<file path="src/rtl/writeback_stage.sv">
// rtl/writeback_stage.sv - Y86-64 writeback stage: W register, register file, status and retire counter
module writeback_stage #(
    parameter int DATA_W = 64,
    parameter int NREG   = 15,
    parameter int CNT_W  = 32
) (
    input  logic              clk,
    input  logic              rst_n,
    input  logic              W_stall,
    input  logic              W_bubble,
    input  logic [1:0]        m_stat,
    input  logic [3:0]        m_icode,
    input  logic [DATA_W-1:0] m_valE,
    input  logic [DATA_W-1:0] m_valM,
    input  logic [3:0]        m_dstE,
    input  logic [3:0]        m_dstM,
    input  logic [3:0]        d_srcA,
    input  logic [3:0]        d_srcB,
    output logic [DATA_W-1:0] d_rvalA,
    output logic [DATA_W-1:0] d_rvalB,
    output logic [1:0]        W_stat,
    output logic [3:0]        W_icode,
    output logic [DATA_W-1:0] W_valE,
    output logic [DATA_W-1:0] W_valM,
    output logic [3:0]        W_dstE,
    output logic [3:0]        W_dstM,
    output logic              W_valid,
    output logic [1:0]        stat,
    output logic              halted,
    output logic [CNT_W-1:0]  retire_count
);

    localparam logic [3:0] RNONE   = 4'hF;
    localparam logic [3:0] I_NOP   = 4'h1;
    localparam logic [3:0] NREG_ID = 4'(NREG);

    logic [1:0]        w_stat_q,  w_stat_d;
    logic [3:0]        w_icode_q, w_icode_d;
    logic [DATA_W-1:0] w_valE_q,  w_valE_d;
    logic [DATA_W-1:0] w_valM_q,  w_valM_d;
    logic [3:0]        w_dstE_q,  w_dstE_d;
    logic [3:0]        w_dstM_q,  w_dstM_d;
    logic              w_valid_q, w_valid_d;
    logic [1:0]        stat_q,    stat_d;
    logic              halted_q,  halted_d;
    logic [CNT_W-1:0]  cnt_q,     cnt_d;

    logic [DATA_W-1:0] rf_q [NREG];

    logic commit;
    logic fault;
    logic freeze;
    logic wr_ok;
    logic we_e;
    logic we_m;

    assign commit = w_valid_q && !halted_q;
    assign fault  = commit && (w_stat_q != 2'd0);
    assign freeze = halted_q || fault;
    assign wr_ok  = commit && (w_stat_q == 2'd0);

    // popq %rsp: when both destinations name the same register, valM wins
    assign we_m = wr_ok && (w_dstM_q != RNONE) && (w_dstM_q < NREG_ID);
    assign we_e = wr_ok && (w_dstE_q != RNONE) && (w_dstE_q < NREG_ID)
                  && (w_dstE_q != w_dstM_q);

    always_comb begin
        w_stat_d  = w_stat_q;
        w_icode_d = w_icode_q;
        w_valE_d  = w_valE_q;
        w_valM_d  = w_valM_q;
        w_dstE_d  = w_dstE_q;
        w_dstM_d  = w_dstM_q;
        w_valid_d = w_valid_q;
        if (freeze) begin
            w_valid_d = w_valid_q;
        end else if (W_stall) begin
            w_valid_d = 1'b0;
        end else if (W_bubble) begin
            w_stat_d  = 2'd0;
            w_icode_d = I_NOP;
            w_valE_d  = '0;
            w_valM_d  = '0;
            w_dstE_d  = RNONE;
            w_dstM_d  = RNONE;
            w_valid_d = 1'b0;
        end else begin
            w_stat_d  = m_stat;
            w_icode_d = m_icode;
            w_valE_d  = m_valE;
            w_valM_d  = m_valM;
            w_dstE_d  = m_dstE;
            w_dstM_d  = m_dstM;
            w_valid_d = 1'b1;
        end
    end

    always_comb begin
        stat_d   = stat_q;
        halted_d = halted_q;
        cnt_d    = cnt_q;
        if (fault) begin
            stat_d   = w_stat_q;
            halted_d = 1'b1;
        end
        if (wr_ok && (cnt_q != {CNT_W{1'b1}})) begin
            cnt_d = cnt_q + 1'b1;
        end
    end

    always_ff @(posedge clk) begin
        if (!rst_n) begin
            w_stat_q  <= 2'd0;
            w_icode_q <= I_NOP;
            w_valE_q  <= '0;
            w_valM_q  <= '0;
            w_dstE_q  <= RNONE;
            w_dstM_q  <= RNONE;
            w_valid_q <= 1'b0;
            stat_q    <= 2'd0;
            halted_q  <= 1'b0;
            cnt_q     <= '0;
        end else begin
            w_stat_q  <= w_stat_d;
            w_icode_q <= w_icode_d;
            w_valE_q  <= w_valE_d;
            w_valM_q  <= w_valM_d;
            w_dstE_q  <= w_dstE_d;
            w_dstM_q  <= w_dstM_d;
            w_valid_q <= w_valid_d;
            stat_q    <= stat_d;
            halted_q  <= halted_d;
            cnt_q     <= cnt_d;
        end
    end

    always_ff @(posedge clk) begin
        if (!rst_n) begin
            for (int i = 0; i < NREG; i++) begin
                rf_q[i] <= '0;
            end
        end else begin
            if (we_e) begin
                rf_q[w_dstE_q] <= w_valE_q;
            end
            if (we_m) begin
                rf_q[w_dstM_q] <= w_valM_q;
            end
        end
    end

    assign d_rvalA = (d_srcA < NREG_ID) ? rf_q[d_srcA] : '0;
    assign d_rvalB = (d_srcB < NREG_ID) ? rf_q[d_srcB] : '0;

    assign W_stat       = w_stat_q;
    assign W_icode      = w_icode_q;
    assign W_valE       = w_valE_q;
    assign W_valM       = w_valM_q;
    assign W_dstE       = w_dstE_q;
    assign W_dstM       = w_dstM_q;
    assign W_valid      = w_valid_q;
    assign stat         = stat_q;
    assign halted       = halted_q;
    assign retire_count = cnt_q;

endmodule
</file>
<file path="config.mk">
export PLATFORM = sky130hd
export DESIGN_NAME = writeback_stage
export DESIGN_NICKNAME = d
export VERILOG_FILES = /design/src/rtl/writeback_stage.sv
export SDC_FILE = /design/constraint.sdc
export NUM_CORES = 2
export LEC_CHECK = 0
export CAP_MARGIN = 15
export CORE_MARGIN = 4
export CORE_UTILIZATION = 30
export DETAILED_ROUTE_END_ITERATION = 12
export SETUP_SLACK_MARGIN = 0.15
export SYNTH_ARGS = -nofsm -noshare
export SYNTH_HDL_FRONTEND = slang
export SYNTH_SLANG_ARGS = --single-unit
</file>
<file path="constraint.sdc">
create_clock -name clk -period 3.7 [get_ports clk]
set_input_delay 0.37 -clock clk [delete_from_list [all_inputs] [get_ports clk]]
set_output_delay 0.37 -clock clk [all_outputs]
set_load 0.005 [all_outputs]
</file>
Yosys cells after proc, flatten, opt, wreduce, memory -nomap -nowiden

Memories as Yosys holds them, arrays and structs flattened.
Index checks and enable logic that the tools add are counted.

Logic and storage cells: 61
Flip-flop bits (word level): 178
Memories kept: 1
Bits of input ports: 154
RAM bits: 960

Memories:

| name | words | bits a word | read ports | clocked after memory_dff | write ports | line | RTL |
|---|---|---|---|---|---|---|---|
| rf_q | 15    | 64          | 2          | 0                        | 15          | 48   | `logic [DATA_W-1:0] rf_q [NREG];` |

Muxes and demuxes: 23
Add/sub/neg operators: 1
Magnitude comparators: 4
Eq/ne operators: 4
Bitwise logic cells: 2
Reduce and logical (&&, ||, !) cells: 16

Operator list:

| kind                                          | number |
|---|---|
| 2-to-1 mux 64 bit                             | 6 |
| OR reduction 64 bit                           | 2 |
| adder 32 x 1 -> 32 bit, second input constant | 1 |
| != test 32 bit, second input constant         | 1 |
| 2-to-1 mux 4 bit                              | 5 |
| < comparator 4 bit, second input constant     | 4 |
| 2-to-1 mux 1 bit                              | 11 |
| logical AND 1 bit                             | 9 |
| != test 4 bit, second input constant          | 2 |
| != test 4 bit                                 | 1 |
| zero test 2 bit                               | 1 |
| 2-to-1 mux 2 bit                              | 1 |
| inverter 1 bit                                | 2 |
| AND reduction 2 bit                           | 1 |
| nonzero test 2 bit                            | 1 |
| zero test 1 bit                               | 1 |
| logical OR 1 bit                              | 1 |

Depth between registers and ports, before layout

Depth in word-level cells: 11
Gate-level depth with buffers: 8

Worst setup path before layout

OpenSTA, ideal clock, no wires.

Path type: reg-to-reg
Start: register halted_q, in the netlist halted
End: memory rf_q[4][0] (enable)
Slack: 612 ps
Library setup time: 398 ps
Data arrival time: 2689 ps
Cell stages (with the launch flop): 7
Buffers on the path: 1
Cells stage by stage: dfxtp_1 nor4b_2 nand2_1 a211o_1 nor4b_1 buf_2 or3b_2

RTL lines:

| item                     | line | RTL |
|---|---|---|
| start: declaration       | 45   | `logic halted_q, halted_d;` |
| start signal: assignment | 132  | `halted_q <= halted_d;` |
| end: declaration         | 48   |  |

==> results.md <==
- Outcome: finished, final reports clean
- CTS sink cnt: 1202
- Antenna fix cells: 0
- Final net count: about 4300
- DRT antenna net count: 0
- Post-synthesis async set-or-reset flop share: 0%
- DRT Wirelength: 250000 um
- Post-synthesis compound-gate area fraction: 15.7%
- Max-cap violation count: 0
- First-pass GRT wire length: 346000 um
- GRT Resource Usage Total: between 20 and 25%
- Post-synth cell types: 59
- Synth top cells by count: a22o_1, edfxtp_1, mux4_2
- DR vias/cell: 6.24
- Clock Path Buffers: 3
- Largest family of logic cells by synthesized area: multiplexers
- Vias in the first global route: between 40000 and 50000
- Post-synthesis sequential area ratio: 53.9%
- Area Growth Syn to Fin: 20.4%
- Routed length per instance: about 35 um
- Worst setup SP type: flip-flop
- Hold WC Path Type: in -> reg
- Port Buf Inserts: 459
- Post-CTS setup repair buffer count: 0
- PostCTS Resize Cnt: 0
- Final core utilization: between 30% and 40%
- Synthesized area per cell: 15.7 um2
- Critical-path maximum fanout: 2
- Synth top area share: 48.3%
- Top post-synthesis cells by area: edfxtp_1, mux4_2, a22o_1
- Post-DP HPWL: 139000 um
- Worst rel slew slack: 34.8%
- Share of layout cells above drive strength 1: 25.7%
- LEAKAGE: 26.0 nW
- Root buf cell: clkbuf_16
- Final Skew: 0.0356 ns
- Number of synthesis warnings: 0
- FP Rows: roughly 170
- Actual slew at the worst max-slew pin: 0.963 ns
- First-pass detailed-route iteration total: 6
- Global route overflow: 0
- I/O pin total: 460
- Most frequent cell after synthesis: a22o_1
- Final period util: 89.7%
- Largest net degree at the start of global routing: between 60 and 70
- Final setup viols: 0
- Power Dens Cells: 436 nW/um2
- CTS tree: built
- Crit Path Class: reg -> out
- Drc violations: 0
- RSZ-0062 raised after global routing: no
- Fin. max-slew vios: 0
- DRT iter0 DRCs: 6390
- Adder-cell area share of the yosys netlist: less than 1%
- Num CTS Buffers: ~150
- Final hold violations: 0
- Initial antenna violation count: 9
- Placer congestion estimate: approximately 0.8
- Vert. Die Dim: around 470 um
- Multiplexer share of the synthesized area: 22.7%
- Maximum VDD drop: 0.493 mV
- Largest area contributor in the netlist: edfxtp_1
- Core box area: between 200000 and 250000 um2
- Tot Pwr: 33.5 mW
- Crit path required time: 3.33 ns
- EDFF count, synth: ~1000
- Setup TNS: 0 ns
- Ys flop type: edfxtp_1
- CTS Hold Bufs: 0
- Clk_lat worst skew: 0.81 ns
- Synth Area in Simple Gates: 3.02%
- Crit path DAT: 2.95 ns
- Starting Density: 30.3%
- Fmax: 301 MHz
- Final worst path period need: 3.32 ns
- Fill cell count: 19520
- Vias: 44315
- Synth Instances: approximately 4000
- CP Capture Type: output pin
- Die X: between 400 and 500 um
- H-tree depth: 4
- Synthesized cell area: 63700 um2
- Hold WS: approximately 0.16 ns
- Reg clk slew, reported paths: 0.06 ns
- Seq cells post-synth: 1202
- DIE AREA: 220000 um2
- XOR/XNOR share of the synthesized area: less than 1%
placed cells by master, fill, tap and decap left out, drive strengths merged, types with 11 or more instances in the layout:
cell type	instances
nor2	19
or3b	15
dfxtp	178
clkbuf	185
inv	17
a21boi	19
a22o	1089
nor2b	133
nand2b	12
nor3	12
nand3	13
clkinv	60
clkdlybuf4s50	450
and2	11
or3	11
o21ai	13
nand2	28
mux4	640
edfxtp	1024
buf	194
conb	64
final timing paths:
path	start	to	slack, ns	cells past startpoint
worst min register to register	W_icode[2]	W_icode[2]	0.47	1
worst min-delay path	m_valM[7]	W_valM[7]	0.16	2
worst max-delay path	rf_q[3][43]	d_rvalB[43]	0.38	4
worst max register to register	halted	rf_q[5][21]	0.54	7
state kept, by name, indices dropped and copies added (netlist names):
register / count
W_dstM: 4
rf_q: 1024
W_valid: 1
halted: 1
W_stat: 2
W_valM: 64
W_icode: 4
stat: 2
W_valE: 64
W_dstE: 4
retire_count: 32
metrics by stage:
stage / setup WS (ns) / cells / instance area [um2]
6_report: 0.380 / 7107 / 76700
5_1_grt: 0.278 / 7107 / 76700
4_1_cts: 0.333 / 7107 / 76700
3_5_place_dp: 0.445 / 6837 / 72100
3_3_place_gp: 0.452 / 6837 / 72100
2_1_floorplan: 0.612 / 4123 / 63900
report_power, final:
group	internal, mW	switching [mW]
Sequential	15.1	0.555
Combinational	1.91	1.74
Clock	8.00	6.12
logic make-up (layout without fill, tap and decap cells):
group | after synthesis | after routing
muxes | 645 | 645
buffers and inverters | 739 | 918
adders and majority gates | 1 | 1
and+or+nand+nor | 311 | 311
other | 1 | 64
DFF | 1202 | 1202
AOI/OAI and AO/OA | 1151 | 1151
xor gates and xnor gates | 10 | 10
critical path, cell delays in order, from the launching register on:
cell	delay, ns
edfxtp_1	0.43
mux4_2	0.50
mux4_2	0.56
nor2b_1	0.17
clkdlybuf4s50_1	0.48
layer usage:
metal	global-route usage [%]	vias up	part of all wire (%)
li1	-	17235	-
met1	28.6	23262	37
met2	35.7	3206	47
met3	5.94	612	11
met4	8.32	0	4.1
met5	0	-	0
layout make-up:
class | count | area (um2) | share of cell area [%]
flip-flops and latches | 1202 | 34300 | 44.7
well taps | 2805 | 3510 | 4.58
inverters | 4 | 15.0 | 0.0196
multi-input cells | 2182 | 26900 | 35.1
clock buffers | 185 | 3860 | 5.04
repair buffers | 644 | 7320 | 9.55
clock inverters | 85 | 723 | 0.943
Power figures use the tool's default switching activity.
